[config.mk]
export PLATFORM = sky130hd
export DESIGN_NAME = am386_cycle_ctrl_flat
export DESIGN_NICKNAME = d
export VERILOG_FILES = /design/src/rtl/am386_cycle_ctrl_if.sv /design/src/rtl/am386_cycle_ctrl.sv /design/src/flat_wrapper.sv
export SDC_FILE = /design/constraint.sdc
export NUM_CORES = 1
export LEC_CHECK = 0
export ABC_AREA = 0
export BUFFER_PORTS_ARGS = -buffer_cell sky130_fd_sc_hd__buf_2
export CAP_MARGIN = 15
export CORE_ASPECT_RATIO = 1.25
export CORE_MARGIN = 10
export CORE_UTILIZATION = 53
export DETAILED_ROUTE_END_ITERATION = 10
export GPL_ROUTABILITY_DRIVEN = 1
export PLACE_DENSITY = 0.79
export SETUP_SLACK_MARGIN = 0.02
export SYNTH_ARGS = -nofsm -noshare
export SYNTH_HDL_FRONTEND = slang
export SYNTH_SLANG_ARGS = --single-unit
[constraint.sdc]
create_clock -name SYS_CLK -period 2.5 [get_ports SYS_CLK]
set_clock_uncertainty 0.2 [all_clocks]
set_input_delay 0 -clock SYS_CLK [delete_from_list [all_inputs] [get_ports SYS_CLK]]
set_output_delay 0 -clock SYS_CLK [all_outputs]
set_load 0.03 [all_outputs]
[src/rtl/am386_cycle_ctrl_if.sv]
// am386_cycle_ctrl_if: CPU bus, arbitration and status signals of the 386 cycle controller
interface am386_cycle_ctrl_if;
    logic        t_tick;
    logic        ads_n;
    logic        mio;
    logic        dc;
    logic        wr;
    logic        lock_n;
    logic [23:1] addr;
    logic        hlda;
    logic        dma_req;
    logic        ready_n;
    logic        na_n;
    logic        hold;
    logic        dma_gnt;
    logic        mem_sel;
    logic        rom_sel;
    logic        io_sel;
    logic [7:0]  status_led;
    modport slave (
        input  t_tick, ads_n, mio, dc, wr, lock_n, addr, hlda, dma_req,
        output ready_n, na_n, hold, dma_gnt, mem_sel, rom_sel, io_sel, status_led
    );
    modport master (
        output t_tick, ads_n, mio, dc, wr, lock_n, addr, hlda, dma_req,
        input  ready_n, na_n, hold, dma_gnt, mem_sel, rom_sel, io_sel, status_led
    );
endinterface

[src/rtl/am386_cycle_ctrl.sv]
// am386_cycle_ctrl: 386 bus cycle decoder, wait-state READY# generator and HOLD arbiter
// All state advances only on SYS_CLK edges qualified by t_tick.
module am386_cycle_ctrl #(
    parameter int          MEM_WS   = 1,
    parameter int          ROM_WS   = 3,
    parameter int          IO_WS    = 4,
    parameter logic [7:0]  ROM_PAGE = 8'hFF,
    parameter int          HOLD_TO  = 16
) (
    input  logic               SYS_CLK,
    input  logic               user_reset_button,
    am386_cycle_ctrl_if.slave  bus
);
    typedef enum logic [2:0] {IDLE, WAIT, RDY, HREQ, HGNT, HREL} state_t;
    state_t      state_q, state_d;
    logic [3:0]  cnt_q, cnt_d;
    logic [15:0] hto_q, hto_d;
    logic [2:0]  sel_q, sel_d;
    logic [3:0]  last_q, last_d;
    logic        err_q, err_d, halt_q, halt_d;
    logic        is_halt, is_rom, is_mem, is_io;
    logic [3:0]  ws;
    assign is_halt = bus.mio & ~bus.dc & bus.wr;
    assign is_rom  = bus.mio & ~is_halt & (bus.addr[23:16] == ROM_PAGE);
    assign is_mem  = bus.mio & ~is_halt & ~is_rom;
    assign is_io   = ~bus.mio & bus.dc;
    // interrupt acknowledge shares IO_WS but asserts no select
    assign ws = is_halt ? 4'd0 : !bus.mio ? 4'(IO_WS) : is_rom ? 4'(ROM_WS) : 4'(MEM_WS);
    always_ff @(posedge SYS_CLK or posedge user_reset_button) begin
        if (user_reset_button) begin
            state_q <= IDLE;
            cnt_q   <= '0;
            hto_q   <= '0;
            sel_q   <= '0;
            last_q  <= '0;
            err_q   <= 1'b0;
            halt_q  <= 1'b0;
        end else begin
            state_q <= state_d;
            cnt_q   <= cnt_d;
            hto_q   <= hto_d;
            sel_q   <= sel_d;
            last_q  <= last_d;
            err_q   <= err_d;
            halt_q  <= halt_d;
        end
    end
    always_comb begin
        state_d = state_q;
        cnt_d   = cnt_q;
        hto_d   = hto_q;
        sel_d   = sel_q;
        last_d  = last_q;
        err_d   = err_q;
        halt_d  = halt_q;
        if (bus.t_tick) begin
            case (state_q)
                IDLE, RDY: begin
                    state_d = IDLE;
                    sel_d   = '0;
                    if (!bus.ads_n) begin
                        sel_d   = {is_mem, is_rom, is_io};
                        last_d  = {bus.mio, bus.dc, bus.wr, is_rom};
                        halt_d  = halt_q | is_halt;
                        cnt_d   = ws;
                        state_d = (ws == 4'd0) ? RDY : WAIT;
                    end else if (state_q == IDLE && bus.dma_req && bus.lock_n) begin
                        hto_d   = '0;
                        state_d = HREQ;
                    end
                end
                WAIT: begin
                    cnt_d   = cnt_q - 4'd1;
                    state_d = (cnt_q == 4'd1) ? RDY : WAIT;
                end
                HREQ: begin
                    if (bus.hlda) begin
                        state_d = HGNT;
                    end else if (hto_q == 16'(HOLD_TO - 1)) begin
                        err_d   = 1'b1;
                        state_d = IDLE;
                    end else begin
                        hto_d = hto_q + 16'd1;
                    end
                end
                HGNT: begin
                    err_d   = err_q | ~bus.ads_n;
                    state_d = bus.dma_req ? HGNT : HREL;
                end
                HREL: begin
                    err_d   = err_q | ~bus.ads_n;
                    state_d = bus.hlda ? HREL : IDLE;
                end
                default: state_d = IDLE;
            endcase
        end
    end
    assign bus.ready_n    = (state_q != RDY);
    assign bus.na_n       = 1'b1;
    assign bus.hold       = (state_q == HREQ) || (state_q == HGNT);
    assign bus.dma_gnt    = (state_q == HGNT);
    assign {bus.mem_sel, bus.rom_sel, bus.io_sel} = sel_q;
    assign bus.status_led = {last_q, err_q, halt_q, state_q == HGNT, state_q != IDLE};
endmodule

[src/flat_wrapper.sv]
// flat-port wrapper written by rule: the top's interface ports become plain ports
module am386_cycle_ctrl_flat 
#(
    parameter int          MEM_WS   = 1,
    parameter int          ROM_WS   = 3,
    parameter int          IO_WS    = 4,
    parameter logic [7:0]  ROM_PAGE = 8'hFF,
    parameter int          HOLD_TO  = 16
)
  (SYS_CLK, user_reset_button, bus_t_tick, bus_ads_n, bus_mio, bus_dc, bus_wr, bus_lock_n, bus_addr, bus_hlda, bus_dma_req, bus_ready_n, bus_na_n, bus_hold, bus_dma_gnt, bus_mem_sel, bus_rom_sel, bus_io_sel, bus_status_led);
  am386_cycle_ctrl_if bus_i ();
  input  logic SYS_CLK;
  input  logic user_reset_button;
  input wire logic [$bits(bus_i.t_tick)-1:0] bus_t_tick;
  input wire logic [$bits(bus_i.ads_n)-1:0] bus_ads_n;
  input wire logic [$bits(bus_i.mio)-1:0] bus_mio;
  input wire logic [$bits(bus_i.dc)-1:0] bus_dc;
  input wire logic [$bits(bus_i.wr)-1:0] bus_wr;
  input wire logic [$bits(bus_i.lock_n)-1:0] bus_lock_n;
  input wire logic [$bits(bus_i.addr)-1:0] bus_addr;
  input wire logic [$bits(bus_i.hlda)-1:0] bus_hlda;
  input wire logic [$bits(bus_i.dma_req)-1:0] bus_dma_req;
  output wire logic [$bits(bus_i.ready_n)-1:0] bus_ready_n;
  output wire logic [$bits(bus_i.na_n)-1:0] bus_na_n;
  output wire logic [$bits(bus_i.hold)-1:0] bus_hold;
  output wire logic [$bits(bus_i.dma_gnt)-1:0] bus_dma_gnt;
  output wire logic [$bits(bus_i.mem_sel)-1:0] bus_mem_sel;
  output wire logic [$bits(bus_i.rom_sel)-1:0] bus_rom_sel;
  output wire logic [$bits(bus_i.io_sel)-1:0] bus_io_sel;
  output wire logic [$bits(bus_i.status_led)-1:0] bus_status_led;
  assign bus_i.t_tick = bus_t_tick;
  assign bus_i.ads_n = bus_ads_n;
  assign bus_i.mio = bus_mio;
  assign bus_i.dc = bus_dc;
  assign bus_i.wr = bus_wr;
  assign bus_i.lock_n = bus_lock_n;
  assign bus_i.addr = bus_addr;
  assign bus_i.hlda = bus_hlda;
  assign bus_i.dma_req = bus_dma_req;
  assign bus_ready_n = bus_i.ready_n;
  assign bus_na_n = bus_i.na_n;
  assign bus_hold = bus_i.hold;
  assign bus_dma_gnt = bus_i.dma_gnt;
  assign bus_mem_sel = bus_i.mem_sel;
  assign bus_rom_sel = bus_i.rom_sel;
  assign bus_io_sel = bus_i.io_sel;
  assign bus_status_led = bus_i.status_led;
  am386_cycle_ctrl #(.MEM_WS(MEM_WS), .ROM_WS(ROM_WS), .IO_WS(IO_WS), .ROM_PAGE(ROM_PAGE), .HOLD_TO(HOLD_TO)) u_core (.SYS_CLK(SYS_CLK), .user_reset_button(user_reset_button), .bus(bus_i));
endmodule
==> impl_metrics.toml <==
[outcome]
status = "finished clean"

[setup_path]
critPathSlowestCell = "dlygate4sd3_1"
start_kind = "flop"
crit_fanout = 7
crit_chain = "ha_1, and4b_2, nand4_1, nand2_1, a31oi_1, dlygate4sd3_1"
cp_slowest_stage_delay_ps = 570
critPathKind = "reg2reg"
critPathRequiredTime_ps = 2470
cp.arrival_ps = 2340
crit_path_end_kind = "flop"

[sta]
timing.hold.ws_ps = 109
timing.fmax_mhz = 423
slew_viol_final = 0
setup-tns-final_ps = 0
worst_pin_slew_ps = 580
setup_viol = 0
rsz0062_at_grt = "no"
finalCritPeriodShare = 0.945
slew_headroom = 0.613
min_period_ps = 2360
hold_violations = 0
fin_ws_ps = 137

[die]
io_pins = 48
fp.dieW_um = 75.2
dieHeight_um = 89.0
rows = 25
core-area_um2 = 3720
die_area_um2 = 6690
initial_core_util = 0.542

[global_route]
antenna_found_initial = 0
grt_pass1_vias = 1954
grt_max_degree = 33
grt_overflow = 0
grt.total_usage = 0.164
grt_pass1_wl_mm = 8.56

[power_and_ir_drop]
ir_worst_vdd_uv = 592
p_leak_nw = 1.09
power.density_nw_per_um2 = 1010

[placement]
port_buffers = 31
dp_slack_ps = 325
dp_hpwl_mm = 3.35
dpl_cell_area_um2 = 2170
place_congestion = 0.865

[route]
drtIter0Drc = 127
routed_via_density = 6.26
wl_mm = 4.99
first_pass_iters = 4
vias = 1852
ant_nets = 0
wl_per_cell_um = 16.8
drc = 0

[clocking]
cts.sinks = 32
clock_path_buffers = 2
cts_tree = "done"
ctsHtreeMaxLevel = 2
cts_setup_buffers = 0
cts_root_buf = "clkbuf_8"
cts.clk_slew.worst_paths_ps = 60
cts_buffers = 5
insertion_delay_ps = 290

[synth]
synthesis.instances = 215
post-synth-top-area-cell = "dfrtp_1"
ys_top_cells_by_area = "dfrtp_1 40%, nand2_1 3.7%, inv_1 2.8%, nor3_1 2.2%, mux2_2 2.2%"
yosysSeqAreaShare = 0.397
ys_ff_latch = 32
synth_nets = 251
synth_edf_count = 0
synth_top_area_share = 0.397
async_flop_share = 1.00
synth_top_flop_cell = "dfrtp_1"
synth_area_um2 = 2020
ys_top_cells_by_count = "32 x dfrtp_1, 20 x nand2_1, 15 x inv_1, 10 x nor2_1, 9 x nor3_1"
yosysMostFrequentCell = "dfrtp_1"
syn_area_per_cell_um2 = 9.38
yosysWarnings = 0
synth_cell_type_count = 68

[run]
cap_viol_max_count = 0

[final_layout]
utilization = 0.647
final_cell_area_um2 = 2410
num_antenna_cells = 0
fin_nets = 292
syn_to_final_growth_pct = 19.5
drive_gt1_frac = 0.266

[worst_hold_path]
min_path_type = "in2reg"
path summary, 6_finish.rpt:
| check | from | to | slack [ps] | cells after the start |
|---|---|---|---|---|
| worst max-delay path | u_core.hto_q[0] | u_core.state_q[0] | 140 | 6 |
| worst min-delay path | bus_dma_req | u_core.hto_q[13] | 110 | 5 |
| worst min register to register | u_core.err_q | u_core.err_q | 270 | 1 |
| min in group asynchronous | user_reset_button | u_core.hto_q[3] | 130 | 4 |
| max in group asynchronous | user_reset_button | u_core.sel_q[1] | 1660 | 4 |
| worst max register to register | u_core.hto_q[0] | u_core.state_q[0] | 140 | 6 |
through the flow:
stage	instances	total power, W
2_1_floorplan	215	0.00171
5_1_grt	296	0.00262
6_report	296	0.00243
3_5_place_dp	276	0.00194
4_1_cts	296	0.00242
3_3_place_gp	276	0.00191
power by group:
part           switching, W  internal, W  leakage, nW
sequential         0.000210     0.000706        0.387
clock              0.000196     0.000245       0.0503
combinational      0.000624     0.000451        0.653
total               0.00103      0.00140         1.09
registers in the layout, indices dropped and copies added (netlist names):
name            count
u_core.cnt_q        4
u_core.err_q        1
u_core.halt_q       1
u_core.hto_q       16
u_core.last_q       4
u_core.sel_q        3
u_core.state_q      3
timing repair:
item / CTS / global route
hold buffers: 13 / 0
gates resized for setup: 0 / 2
hold endpoints to repair: 46 / 0
endpoints found under the setup margin: 0 / 2
per-layer routing:
metal / vias to the layer above / track usage / part of all wire / routed length [um]
met5: - / 0 / 0 / 0
met4: 0 / 0.0948 / 0.032 / 160
met3: 16 / 0.0522 / 0.044 / 218
met2: 57 / 0.284 / 0.51 / 2570
met1: 897 / 0.168 / 0.41 / 2040
li1: 882 / - / - / -
cells by family after synthesis:
kind of cell / after synthesis / synth area share
fa+ha+maj: 3 / 0.0186
other cells: 1 / 0.00186
flops: 32 / 0.397
xor+xnor: 1 / 0.00434
simple gates: 89 / 0.261
buf+inv: 31 / 0.0769
mux: 6 / 0.0323
compound gates: 52 / 0.208
cell usage in the layout, fill, tap and decap left out, types with 3 or more instances in the layout:
| cell | Yosys | routed |
|---|---|---|
| nor3_1 | 9 | 9 |
| o21ai_0 | 7 | 7 |
| a21oi_1 | 3 | 3 |
| nor2_1 | 10 | 10 |
| a221o_1 | 4 | 4 |
| a211o_1 | 4 | 4 |
| ha_1 | 3 | 3 |
| dfrtp_1 | 32 | 32 |
| nand4_1 | 6 | 6 |
| inv_1 | 15 | 15 |
| dlygate4sd3_1 | 0 | 13 |
| and3_1 | 4 | 4 |
| nand2_1 | 20 | 20 |
| mux2_2 | 4 | 4 |
| buf_2 | 3 | 31 |
| nand3_1 | 5 | 5 |
| a31oi_1 | 5 | 5 |
| and2_1 | 3 | 3 |
| and4_1 | 4 | 4 |
| nor4_1 | 4 | 4 |
| clkbuf_8 | 0 | 7 |
| buf_4 | 5 | 6 |
| o31ai_1 | 3 | 3 |
critical path: cells and delay by family, from the launching register on:
family / cells / cell delay, ps
compound gates: 1 / 90
flops: 1 / 410
fa+ha+maj: 1 / 250
buf+inv: 1 / 570
simple gates: 3 / 730
final cells by class:
type                            instances  area, um^2
Fill cell                             308        1310
Multi-Input combinational cell        152        1080
Sequential cell                        32         801
Timing Repair Buffer                   50         330
Clock buffer                            7        96.3
Inverter                               15        56.3
Tap cell                               40        50.0
Power figures use the tool's default switching activity.
